$ cat config.mk
export PLATFORM = sky130hd
export DESIGN_NAME = keycode_event_unit
export DESIGN_NICKNAME = d
export VERILOG_FILES = /design/src/rtl/keycode_pkg.sv /design/src/rtl/keycode_event_fifo.sv /design/src/rtl/keycode_event_unit.sv
export SDC_FILE = /design/constraint.sdc
export NUM_CORES = 1
export LEC_CHECK = 0
export CAP_MARGIN = 20
export CORE_ASPECT_RATIO = 1.25
export CORE_UTILIZATION = 33
export DETAILED_ROUTE_END_ITERATION = 8
export GPL_ROUTABILITY_DRIVEN = 1
export GPL_TIMING_DRIVEN = 0
export HOLD_SLACK_MARGIN = 0.12
export PLACE_DENSITY = 0.5
export SLEW_MARGIN = 40
export SYNTH_ARGS = -nofsm -noshare
export SYNTH_HDL_FRONTEND = slang
export SYNTH_SLANG_ARGS = --single-unit
$ cat constraint.sdc
create_clock -name Clk -period 4.51 [get_ports Clk]
set_input_delay 0.451 -clock Clk [delete_from_list [all_inputs] [get_ports Clk]]
set_output_delay 0.451 -clock Clk [all_outputs]
set_load 0.1 [all_outputs]
$ cat src/rtl/keycode_pkg.sv
// keycode_pkg: shared types and constants for the keycode event unit.
//   ev_type_t   - event type code carried in each FIFO entry (press/release/repeat)
//   kev_state_t - detector state (IDLE, PRESS_PEND)
//   KEY_NONE    - keycode value meaning "no key"
//   pack_event  - builds a 10-bit FIFO entry {type, code}
package keycode_pkg;

  typedef enum logic [1:0] {
    EV_PRESS   = 2'b00,
    EV_RELEASE = 2'b01,
    EV_REPEAT  = 2'b10
  } ev_type_t;

  typedef enum logic [0:0] {
    IDLE       = 1'b0,
    PRESS_PEND = 1'b1
  } kev_state_t;

  localparam logic [7:0] KEY_NONE = 8'h00;

  // FIFO entry layout: bits [9:8] event type, bits [7:0] keycode.
  function automatic logic [9:0] pack_event(input ev_type_t t, input logic [7:0] code);
    return {t, code};
  endfunction

endpackage

$ cat src/rtl/keycode_event_fifo.sv
// keycode_event_fifo: synchronous show-ahead FIFO of 10-bit event entries.
// The head entry and its valid flag are registered so that they are stable
// right after the clock edge that changes the FIFO contents.
// Ports:
//   clk, rst    - clock, asynchronous active-high reset
//   push        - write push_data (accepted when not full, or when popping)
//   push_data   - 10-bit entry {type, code}
//   pop         - remove head entry (ignored when empty)
//   full        - DEPTH entries stored
//   head_valid  - FIFO holds at least one entry
//   head_data   - current head entry (zero when empty)
module keycode_event_fifo #(
  parameter int DEPTH = 8
) (
  input  logic       clk,
  input  logic       rst,
  input  logic       push,
  input  logic [9:0] push_data,
  input  logic       pop,
  output logic       full,
  output logic       head_valid,
  output logic [9:0] head_data
);

  localparam int AW = $clog2(DEPTH);
  localparam int CW = AW + 1;
  localparam logic [AW-1:0] PTR_ONE  = AW'(1);
  localparam logic [CW-1:0] CNT_ONE  = CW'(1);
  localparam logic [CW-1:0] CNT_ZERO = CW'(0);
  localparam logic [CW-1:0] CNT_FULL = CW'(DEPTH);

  logic [AW-1:0] wr_q, wr_d, rd_q, rd_d;
  logic [CW-1:0] count_q, count_d;
  logic [9:0]    mem_q [DEPTH];
  logic [9:0]    mem_d [DEPTH];
  logic          head_valid_q, head_valid_d;
  logic [9:0]    head_q, head_d;
  logic          empty, push_ok, pop_ok;

  assign full       = (count_q == CNT_FULL);
  assign empty      = (count_q == CNT_ZERO);
  assign head_valid = head_valid_q;
  assign head_data  = head_q;

  // Next-state for pointers, count, storage and the registered head.
  always_comb begin
    push_ok = push && (!full || pop);
    pop_ok  = pop && !empty;
    mem_d   = mem_q;
    wr_d    = wr_q;
    rd_d    = rd_q;
    if (push_ok) begin
      mem_d[wr_q] = push_data;
      wr_d        = wr_q + PTR_ONE;
    end else begin
      wr_d = wr_q;
    end
    if (pop_ok) begin
      rd_d = rd_q + PTR_ONE;
    end else begin
      rd_d = rd_q;
    end
    case ({push_ok, pop_ok})
      2'b10:   count_d = count_q + CNT_ONE;
      2'b01:   count_d = count_q - CNT_ONE;
      default: count_d = count_q;
    endcase
    // Reading mem_d gives write-through when the new head is written this cycle.
    head_valid_d = (count_d != CNT_ZERO);
    if (head_valid_d) begin
      head_d = mem_d[rd_d];
    end else begin
      head_d = 10'h000;
    end
  end

  // FIFO state registers.
  always_ff @(posedge clk or posedge rst) begin
    if (rst) begin
      wr_q         <= '0;
      rd_q         <= '0;
      count_q      <= CNT_ZERO;
      head_valid_q <= 1'b0;
      head_q       <= 10'h000;
      for (int i = 0; i < DEPTH; i++) begin
        mem_q[i] <= 10'h000;
      end
    end else begin
      wr_q         <= wr_d;
      rd_q         <= rd_d;
      count_q      <= count_d;
      head_valid_q <= head_valid_d;
      head_q       <= head_d;
      mem_q        <= mem_d;
    end
  end

endmodule

$ cat src/rtl/keycode_event_unit.sv
// keycode_event_unit: turns the sampled USB keycode into a stream of
// press / release (and optionally repeat) events queued in a show-ahead FIFO.
// Optional feature macro: KEYCODE_REPEAT_EN enables auto-repeat events.
// Ports:
//   Clk, Reset      - clock, asynchronous active-high reset
//   keycode         - current keycode, 0x00 = no key
//   ev_valid        - head event present
//   ev_ready        - consumer accepts head event
//   ev_code/ev_type - head event keycode / type (00 press, 01 release, 10 repeat)
//   held_code       - key currently tracked as held
//   overflow        - sticky: a press/release event was dropped
//   clear_overflow  - clears overflow (a new drop in the same cycle wins)
module keycode_event_unit #(
  parameter int FIFO_DEPTH    = 8,
  parameter int REPEAT_DELAY  = 25000000,
  parameter int REPEAT_PERIOD = 5000000
) (
  input  logic       Clk,
  input  logic       Reset,
  input  logic [7:0] keycode,
  output logic       ev_valid,
  input  logic       ev_ready,
  output logic [7:0] ev_code,
  output logic [1:0] ev_type,
  output logic [7:0] held_code,
  output logic       overflow,
  input  logic       clear_overflow
);

  import keycode_pkg::*;

  kev_state_t  state_q, state_d;
  logic [7:0]  kc_q, held_q, held_d;
  logic        ovf_q, ovf_d;
  logic        fsm_push, rep_fire, push, pop, full;
  logic [9:0]  fsm_data, rep_data, push_data, head;

  // Change detector: one event per cycle, a key swap needs two cycles.
  always_comb begin
    state_d  = state_q;
    held_d   = held_q;
    fsm_push = 1'b0;
    fsm_data = 10'h000;
    case (state_q)
      IDLE: begin
        if (kc_q != held_q) begin
          fsm_push = 1'b1;
          held_d   = kc_q;
          if (held_q != KEY_NONE) begin
            fsm_data = pack_event(EV_RELEASE, held_q);
            if (kc_q != KEY_NONE) begin
              state_d = PRESS_PEND;
            end else begin
              state_d = IDLE;
            end
          end else begin
            fsm_data = pack_event(EV_PRESS, kc_q);
          end
        end else begin
          state_d = IDLE;
        end
      end
      PRESS_PEND: begin
        // held_q already holds the new key; kc_q is not looked at here.
        fsm_push = 1'b1;
        fsm_data = pack_event(EV_PRESS, held_q);
        state_d  = IDLE;
      end
      default: begin
        state_d = IDLE;
      end
    endcase
  end

`ifdef KEYCODE_REPEAT_EN
  localparam int REP_MAX = (REPEAT_DELAY > REPEAT_PERIOD) ? REPEAT_DELAY : REPEAT_PERIOD;
  localparam int RW      = (REP_MAX > 2) ? $clog2(REP_MAX) : 1;
  localparam logic [RW-1:0] REP_ONE       = RW'(1);
  localparam logic [RW-1:0] DELAY_LAST    = RW'(REPEAT_DELAY - 1);
  localparam logic [RW-1:0] PERIOD_LAST   = RW'(REPEAT_PERIOD - 1);

  logic [RW-1:0] rep_cnt_q, rep_cnt_d;
  logic          rep_armed_q, rep_armed_d;

  // Repeat timer: first repeat after REPEAT_DELAY, then every REPEAT_PERIOD.
  always_comb begin
    rep_cnt_d   = rep_cnt_q;
    rep_armed_d = rep_armed_q;
    rep_fire    = 1'b0;
    rep_data    = pack_event(EV_REPEAT, held_q);
    if ((held_d != held_q) || (held_q == KEY_NONE)) begin
      rep_cnt_d   = '0;
      rep_armed_d = 1'b0;
    end else if (!rep_armed_q) begin
      if (rep_cnt_q == DELAY_LAST) begin
        rep_fire    = 1'b1;
        rep_cnt_d   = '0;
        rep_armed_d = 1'b1;
      end else begin
        rep_cnt_d = rep_cnt_q + REP_ONE;
      end
    end else begin
      if (rep_cnt_q == PERIOD_LAST) begin
        rep_fire  = 1'b1;
        rep_cnt_d = '0;
      end else begin
        rep_cnt_d = rep_cnt_q + REP_ONE;
      end
    end
  end

  // Repeat timer registers.
  always_ff @(posedge Clk or posedge Reset) begin
    if (Reset) begin
      rep_cnt_q   <= '0;
      rep_armed_q <= 1'b0;
    end else begin
      rep_cnt_q   <= rep_cnt_d;
      rep_armed_q <= rep_armed_d;
    end
  end
`else
  logic unused_cfg;
  assign unused_cfg = REPEAT_DELAY[0] ^ REPEAT_PERIOD[0];
  assign rep_fire   = 1'b0;
  assign rep_data   = 10'h000;
`endif

  // Push arbitration (press/release beats repeat) and sticky overflow.
  always_comb begin
    pop  = ev_ready && ev_valid;
    push = fsm_push || rep_fire;
    if (fsm_push) begin
      push_data = fsm_data;
    end else begin
      push_data = rep_data;
    end
    // Only dropped press/release events flag overflow; repeats drop silently.
    if (fsm_push && full && !pop) begin
      ovf_d = 1'b1;
    end else if (clear_overflow) begin
      ovf_d = 1'b0;
    end else begin
      ovf_d = ovf_q;
    end
  end

  // Input sample, detector state and overflow registers.
  always_ff @(posedge Clk or posedge Reset) begin
    if (Reset) begin
      kc_q    <= KEY_NONE;
      held_q  <= KEY_NONE;
      state_q <= IDLE;
      ovf_q   <= 1'b0;
    end else begin
      kc_q    <= keycode;
      held_q  <= held_d;
      state_q <= state_d;
      ovf_q   <= ovf_d;
    end
  end

  keycode_event_fifo #(
    .DEPTH(FIFO_DEPTH)
  ) u_fifo (
    .clk       (Clk),
    .rst       (Reset),
    .push      (push),
    .push_data (push_data),
    .pop       (pop),
    .full      (full),
    .head_valid(ev_valid),
    .head_data (head)
  );

  assign ev_code   = head[7:0];
  assign ev_type   = head[9:8];
  assign held_code = held_q;
  assign overflow  = ovf_q;

endmodule

-- Word-level counts from Yosys, hierarchy flattened
Index checks and enable logic that the tools add are counted.
- flip-flop bits (word level): 119
- bits in latches: 0
- memory bits (writable): 0
- bits in read-only memories: 0
- bits of input ports: 12
- output and inout port bits: 20
- logic and storage cells: 69
- memories kept: 0
- $add $sub $neg: 4
- multiply operators: 0
- divide/modulo/power cells: 0
- $lt $le $gt $ge: 3
- equality and inequality tests: 4
- shift-type cells: 0
- multiplexer cells: 22
- bitwise logic cells: 3
- reduce and logical (&&, ||, !) cells: 16
- operators with widths (cell ; count):
    80-bit bitwise mux ; 1
    80-bit 2-to-1 mux ; 1
    10-bit 2-to-1 mux ; 5
    10-bit binary-select mux with 3-bit select ; 1
    10-bit demux with 3-bit select ; 1
    10-bit case mux with 2 select lines ; 1
    9-bit 2-to-1 mux ; 2
    8-bit nonzero test ; 2
    4-bit >= comparator, second input constant ; 2
    8-bit inequality test ; 1
    3-bit NOT with 4-bit output ; 2
    4-bit case mux with 2 select lines ; 1
    3-bit by 1-bit adder with 3-bit output, second input constant ; 2
    1-bit logical AND ; 6
    1-bit 2-to-1 mux ; 6
    4-bit by 1-bit adder with 4-bit output, second input constant ; 1
    4-bit equality test, second input constant ; 1
    4-bit logical NOT ; 1
    4-bit by 1-bit < comparator with 1-bit output, second input constant ; 1
    1-bit case mux with 2 select lines ; 2
    4-bit nonzero test ; 1
    4-bit by 1-bit subtractor with 4-bit output, second input constant ; 1
    1-bit logical NOT ; 3
    3-bit 2-to-1 mux ; 1
    6 further kinds ; 6

-- Longest topological paths before layout
Gate-level depths: netlist of run 1.
- depth in word-level cells: 11
- gate-level depth with buffers: 15
- mapped depth without buffers: 15

-- By module
A second synthesis of run 1 with hierarchy kept.
- cell total of the unflattened synthesis: 498
- area, all modules: 5801.8 um^2
- modules (own cells, without submodules) (module ; instances ; cells an instance ; area each (um^2) ; seq. area each (um^2)):
    keycode_event_fifo ; 1 ; 427 ; 4929.7 ; 2527.4
    keycode_event_unit ; 1 ; 71 ; 872.1 ; 450.4

-- Worst setup path before layout of run 1
No wires, ideal clock.
- path type: register -> register
- from: register held_q[7], in the netlist held_code[7]
- to: register u_fifo.head_q[7], in the netlist u_fifo.head_data[7]
- library setup time: 0.095 ns
- arrival time: 3.639 ns
- data required time: 4.415 ns
- setup slack: 0.776 ns
- stages on the path, launching flop included: 16
- cells stage by stage: dfrtp_1 -> xnor2_1 -> nand4_4 -> nor2_1 -> nand2_1 -> nand2_1 -> ha_1 -> xor2_1 -> ha_1 -> a21oi_1 -> xnor2_1 -> nand2b_1 -> a32o_1 -> a21oi_2 -> o221ai_1 -> o31ai_1
- cells in the longest elaborated chain, start to end: 11
- elaborated cells between the ends (all ways): 19
- those cells by class: eq/ne (3); mux (13); reduce/logical (3)
- ends and longest elaborated chain (what ; line ; RTL):
    from (decl) ; keycode_event_unit.sv:33 ; logic [7:0] kc_q, held_q, held_d;
    from (signal assigned) ; keycode_event_unit.sv:157 ; held_q <= held_d;
    8-bit nonzero test ; keycode_event_unit.sv:49 ; if (held_q != KEY_NONE) begin
    9-bit 2-to-1 mux ; keycode_event_unit.sv:49 ;
    9-bit 2-to-1 mux ; keycode_event_unit.sv:46 ; if (kc_q != held_q) begin
    10-bit case mux with 2 select lines ; keycode_event_unit.sv:44 ; case (state_q)
    10-bit 2-to-1 mux ; keycode_event_unit.sv:133 ; if (fsm_push) begin
    80-bit bitwise mux ; keycode_event_fifo.sv:53 ; mem_d[wr_q] = push_data;
    80-bit 2-to-1 mux ; keycode_event_fifo.sv:52 ; if (push_ok) begin
    10-bit binary-select mux with 3-bit select ; keycode_event_fifo.sv:71 ; head_d = mem_d[rd_d];
    10-bit 2-to-1 mux (implied by the code) (2 in a row) ; keycode_event_fifo.sv:71 ;
    10-bit 2-to-1 mux * ; keycode_event_fifo.sv:70 ; if (head_valid_d) begin
    named net u_fifo.head_d[7] ; keycode_event_fifo.sv:37 ; logic [9:0] head_q, head_d;
    to (signal assigned) ; keycode_event_fifo.sv:84 ; head_q <= 10'h000;
    to (signal assigned) ; keycode_event_fifo.sv:93 ; head_q <= head_d;
    to (decl) ; keycode_event_fifo.sv:37 ;
The timed path passes the listed nets; every way through them passes the cells marked *. The select of a mux whose other input is x is not followed.
A chain may end at the register's enable or synchronous reset.

-- Worst setup path after layout of run 1
- from: register held_q[5], in the netlist held_code[5]
- to: register u_fifo.head_q[7], in the netlist u_fifo.head_data[7]
The elaborated chain is that of the path after synthesis.

==> impl_metrics.toml, run 1 <==
[sta]
setup_viol = 0
fin_crit_sh_pct = 85.64
final.setup.worst_slack_ps = 647.8
max_freq_mhz = 258.9
fin_crit_ps = 3862
rsz0062_at_grt = "no"
slew_viol_final = 0
finalClockSkew_ps = 6.245
hold_viol = 0
slew-limit-headroom_pct = 44.29
tightestPinTransition_ps = 834.4

[placement]
routabilityCongestion = 0.8149
hpwl_um = 10200
place_ws_ps = 273.5
io_buffers = 31

[synth]
synth_ff_type = "dfrtp_1"
synthCells = 535
synth_cell_types = 61
syn-cell-area_um2 = 5687
synth-seq-area-share_pct = 52.37
netlist.area_leader.share_pct = 52.37
synthesis.nets = 552
async_reset_ff_share_pct = 100.0
syn_avg_cell_area_um2 = 10.63
yosys-top-cells-area = "dfrtp_1 52%, nand2_1 4.6%, o21ai_0 3.9%"
post-synth-top-count-cell = "dfrtp_1"
synth_commonest_cells = "119 x dfrtp_1, 70 x nand2_1, 44 x o21ai_0, 31 x a21oi_1, 26 x o21ai_1"
yosysTopAreaCell = "dfrtp_1"
synth-warning-count = 0
ys_seq_elements = 119
synth_edf_count = 0

[route]
avgViaCountPerCell = 5.161
drtIter0Drc = 207
first_pass_iters = 4
wl_per_cell_um = 16.78
drc = 0
ant_nets = 0
num_vias = 4232
routed_wl_um = 13760

[finish]
drive_above_1_share_pct = 19.83
nFillCells = 1686
num-nets-final = 604
diodes = 0
area_growth_pct = 19.32

[global_routing]
antenna_found_initial = 0
grt_pass1_vias = 4386
track_usage_pct = 16.81
grt_max_degree = 76
grt-ovfl-total = 0
grt_pass1_wl_um = 22760

[critical_path]
start_kind = "flip-flop"
cp_max_fo = 10
worstSetupEndpointType = "flip-flop"
path_class = "flip-flop to flip-flop"
reg2reg_to = "u_fifo.head_data[7]$_DFF_PP0_"
reg2reg_from = "held_code[5]$_DFFE_PP0P_"
critPathArrivalTime_ps = 4180
required_ps = 4830
rr_worst_depth = 15
r2r_setup_slack_ps = 650

[hold_path]
hold_class = "primary input to async pin"

[floorplan]
rows = 53
initial_core_util_pct = 33.76
chipWidth_um = 119.4
io_pins = 32
coreArea_um2 = 16840
fp.dieArea_um2 = 17760
die_y_um = 148.8

[cts]
cts_tree = "built"
root_buffer = "clkbuf_16"
cts_setup_buffers = 0
htreeDepth = 4
clock_sinks = 119
cts_buffers = 17
clk_pin_slew_ps = 60
ctsResizeCount = 0
clock_latency_ps = 410
clock_path_buffers = 2
cts_hold_buf = 0

[job]
max-cap-violations = 0

[status]
status = "finished, final reports clean"
==> flip-flops by register name, indices dropped and copies added (netlist names), 3 cells and up <==
signal,count
held_code,8
kc_q,8
u_fifo.count_q,4
u_fifo.head_data,10
u_fifo.mem_q,80
u_fifo.rd_q,3
u_fifo.wr_q,3
==> worst max-delay path, cell delays in order, from the launching register on <==
cell and delay [ps]:
dfrtp_1 430, xnor2_1 340, nand4_4 300, nor2_1 210
nand2_1 100, nand2_1 150, ha_1 280, xor2_1 100
ha_1 180, a21oi_1 140, xnor2_1 170, nand2b_1 120
a32o_1 290, a21oi_2 480, o221ai_1 230, o31ai_1 240
==> cell type report <==
cell class	instances	area, um^2	area share, %
plain buffers	27	137.6	2.028
clock buffers	20	466.7	6.878
clock inverters	12	102.6	1.512
inverters	24	97.59	1.438
multi-input cells	365	2485	36.62
flip-flops and latches	119	2978	43.89
well taps	220	275.3	4.057
repair buffers	33	242.7	3.577
==> cell families (layout without fill, tap and decap cells) <==
kind of cell             count (synthesis)  in the layout  share of synthesized area (%)
XOR/XNOR                                17             17                          2.882
flip-flops                             119            119                          52.37
adder cells (fa/ha/maj)                  5              5                          1.100
buffers and inverters                   51            116                          4.004
AND/OR/NAND/NOR                        137            137                          11.95
multiplexers                            28             28                          5.588
AO/OA/AOI/OAI                          178            178                          22.11
==> metrics by stage <==
step	TNS (ps)	utilization, %	std cells	instance area [um^2]	hold slack, ps
5_1_grt	0	40.28	820	6785	452.8
3_5_place_dp	0	36.85	787	6207	468.2
6_report	0	40.28	820	6785	426.0
3_3_place_gp	-103760	37.24	786	6272	456.4
2_1_floorplan	0	-	535	5687	443.8
4_1_cts	0	40.23	819	6777	429.6
==> cell usage in the layout (no fill, tap or decap), types with 3 or more instances in the layout <==
master           instances
dfrtp_1                119
nand2_1                 70
o21ai_0                 44
buf_2                   32
a21oi_1                 30
o21ai_1                 26
inv_1                   23
nor2_1                  19
mux2_2                  18
clkbuf_16               17
xnor2_1                 13
o211ai_1                11
nand3_1                 11
clkdlybuf4s50_1         11
clkbuf_1                10
o2111ai_1               10
and2_1                   8
a21oi_2                  8
o221ai_1                 8
o41ai_1                  7
mux2i_1                  7
nor3_1                   6
nand2b_1                 6
ha_1                     5
clkinv_2                 5
o311ai_2                 4
o221a_2                  4
clkinvlp_4               4
o311ai_4                 3
o22ai_1                  3
a22oi_1                  3
o221a_1                  3
clkbuf_8                 3
==> worst max path at each step <==
| stage | endpoint | cells after the start | start |
|---|---|---|---|
| 5_1_grt | u_fifo.head_data[7]$_DFF_PP0_ | 15 | held_code[1]$_DFFE_PP0P_ |
| 4_1_cts | u_fifo.head_data[1]$_DFF_PP0_ | 15 | held_code[5]$_DFFE_PP0P_ |
| 2_1_floorplan | u_fifo.head_data[7]$_DFF_PP0_ | 15 | held_code[7]$_DFFE_PP0P_ |
| 6_report | u_fifo.head_data[7]$_DFF_PP0_ | 15 | held_code[5]$_DFFE_PP0P_ |
| 3_3_place_gp | u_fifo.head_data[6]$_DFF_PP0_ | 2 | Reset |
| 3_5_place_dp | u_fifo.head_data[1]$_DFF_PP0_ | 14 | ev_ready |
==> routing by layer <==
metal	global-route usage [%]	wire length (um)	up-vias
met2	28.69	6984	76
met3	2.943	421	18
met5	0	0	-
li1	-	-	2055
met4	8.313	267	0
met1	20.48	6086	2083
Power of run 1 is not shown: default switching activity piles up to over one toggle a cycle in this logic, so the estimate is an artifact.
==> inputs of run 2 (changes only) <==
--- a/config.mk
+++ b/config.mk
@@ -5,14 +5,13 @@
 export SDC_FILE = /design/constraint.sdc
 export NUM_CORES = 1
 export LEC_CHECK = 0
-export CAP_MARGIN = 20
 export CORE_ASPECT_RATIO = 1.25
-export CORE_UTILIZATION = 33
+export CORE_UTILIZATION = 50
 export DETAILED_ROUTE_END_ITERATION = 8
 export GPL_ROUTABILITY_DRIVEN = 1
 export GPL_TIMING_DRIVEN = 0
 export HOLD_SLACK_MARGIN = 0.12
-export PLACE_DENSITY = 0.5
+export PLACE_DENSITY = 0.7
 export SLEW_MARGIN = 40
 export SYNTH_ARGS = -nofsm -noshare
 export SYNTH_HDL_FRONTEND = slang
==> impl_metrics.toml, run 2 (same netlist as run 1, synthesis figures left out) <==
[status]
status = "finished, final reports clean"

[finish]
regMostFlops = "u_fifo.mem_q"
num-nets-final = 603
drive_above_1_share_pct = 18.90
area_growth_pct = 17.73
fin_cells = 733
fin_area_um2 = 6695
most-common-layout-cells = "119 x dfrtp_1, 70 x nand2_1, 44 x o21ai_0"
largest_reg_flops = 80
nFillCells = 897
final_common_cell = "dfrtp_1"
diodes = 0

[critical_path]
cp_max_fo = 10
crit_chain = "xnor2_1 > nand4_4 > nor2_1 > nand2_1 > nand2_1 > ha_1 > xor2_1 > ha_1 > a21oi_1 > xnor2_1 > nand2b_1 > a32o_1 > a21oi_2 > o221ai_1 > o31ai_1"
r2r_setup_slack_ps = 670
cpPeakStageDelay_ps = 440
rr_worst_depth = 15
crit_slowest_cell = "dfrtp_1"
worstSetupEndpointType = "flip-flop"
required_ps = 4820
reg2reg_to = "u_fifo.head_data[7]$_DFF_PP0_"
critPathArrivalTime_ps = 4150
path_class = "flip-flop to flip-flop"
start_kind = "flip-flop"
reg2reg_from = "held_code[7]$_DFFE_PP0P_"

[sta]
finalClockSkew_ps = 6.818
slew-limit-headroom_pct = 44.54
max_freq_mhz = 260.4
setup_viol = 0
slew_viol_final = 0
tightestPinTransition_ps = 831.9
fin_crit_sh_pct = 85.16
hold_viol = 0
rsz0062_at_grt = "no"
tns_ps = 0
fin_crit_ps = 3841

[placement]
routabilityCongestion = 0.8429
io_buffers = 31
dp_cells = 702
dpl_cell_area_um2 = 6101
hpwl_um = 9314

[global_routing]
grt_pass1_vias = 4377
antenna_found_initial = 0
grt_max_degree = 67
track_usage_pct = 23.66
grt_pass1_wl_um = 21710
grt-ovfl-total = 0

[route]
wl_met3_um = 497
avgViaCountPerCell = 5.903
wl_per_cell_um = 17.61
drtIter0Drc = 310
first_pass_iters = 5
ant_nets = 0
num_vias = 4327
m1WireLength_um = 5544
wl_met2_um = 6562
routed_wl_um = 12910
top_layer_used = "met4"
drc = 0

[cts]
cts_hold_buf = 0
ctsResizeCount = 0
clk_pin_slew_ps = 50
clock_path_buffers = 2
cts_buffers = 17
cts_tree = "built"
root_buffer = "clkbuf_16"
htreeDepth = 4
clock_sinks = 119
cts_setup_buffers = 0
clock_latency_ps = 410

[floorplan]
coreArea_um2 = 11080
fp.dieArea_um2 = 11810
io_pins = 32
die_y_um = 121.2
chipWidth_um = 97.39
initial_core_util_pct = 51.31
rows = 43

[hold_path]
hold_class = "primary input to async pin"

[job]
max-cap-violations = 0
-- run 2: worst max-delay path by stage --
stage	from	end	depth (start not counted)
2_1_floorplan	held_code[7]$_DFFE_PP0P_	u_fifo.head_data[7]$_DFF_PP0_	15
3_3_place_gp	Reset	u_fifo.mem_q[16]$_DFF_PP0_	2
3_5_place_dp	ev_ready	u_fifo.head_data[2]$_DFF_PP0_	14
4_1_cts	held_code[7]$_DFFE_PP0P_	u_fifo.head_data[2]$_DFF_PP0_	15
5_1_grt	held_code[1]$_DFFE_PP0P_	u_fifo.head_data[7]$_DFF_PP0_	15
6_report	held_code[7]$_DFFE_PP0P_	u_fifo.head_data[7]$_DFF_PP0_	15
-- run 2: per-layer routing --
metal  GRT usage (%)  up-vias
li1                -     2054
met1           29.20     2146
met2           40.08      106
met3           5.069       21
met4           10.39        0
met5               0        -
-- run 2: final cells by class --
class	instances	area [um^2]	share of cell area, %
multi-input combinational	365	2485	37.11
sequential	119	2978	44.48
inverter	24	97.59	1.458
buffer	27	137.6	2.056
clock inverter	8	122.6	1.831
timing repair buffer	32	237.7	3.551
tap	135	168.9	2.523
clock buffer	23	467.9	6.989
-- run 2: per-stage QoR --
step | setup slack [ps] | hold WS [ps] | util (%)
after floorplan | 775.7 | 443.8 | -
after global placement | -628.0 | 455.6 | 55.63
after detailed placement | 384.2 | 469.1 | 55.05
after CTS | 471.3 | 458.7 | 60.37
after global routing | 277.7 | 468.7 | 60.41
final | 669.3 | 447.9 | 60.41
-- run 2: critical path: cells and delay by family, from the launching register on --
kind            cells  cell delay, ps
simple gates        5             930
flops               1             440
fa+ha+maj           2             450
compound gates      5            1330
xor+xnor            3             570
Power of run 2 is left out for the same reason.
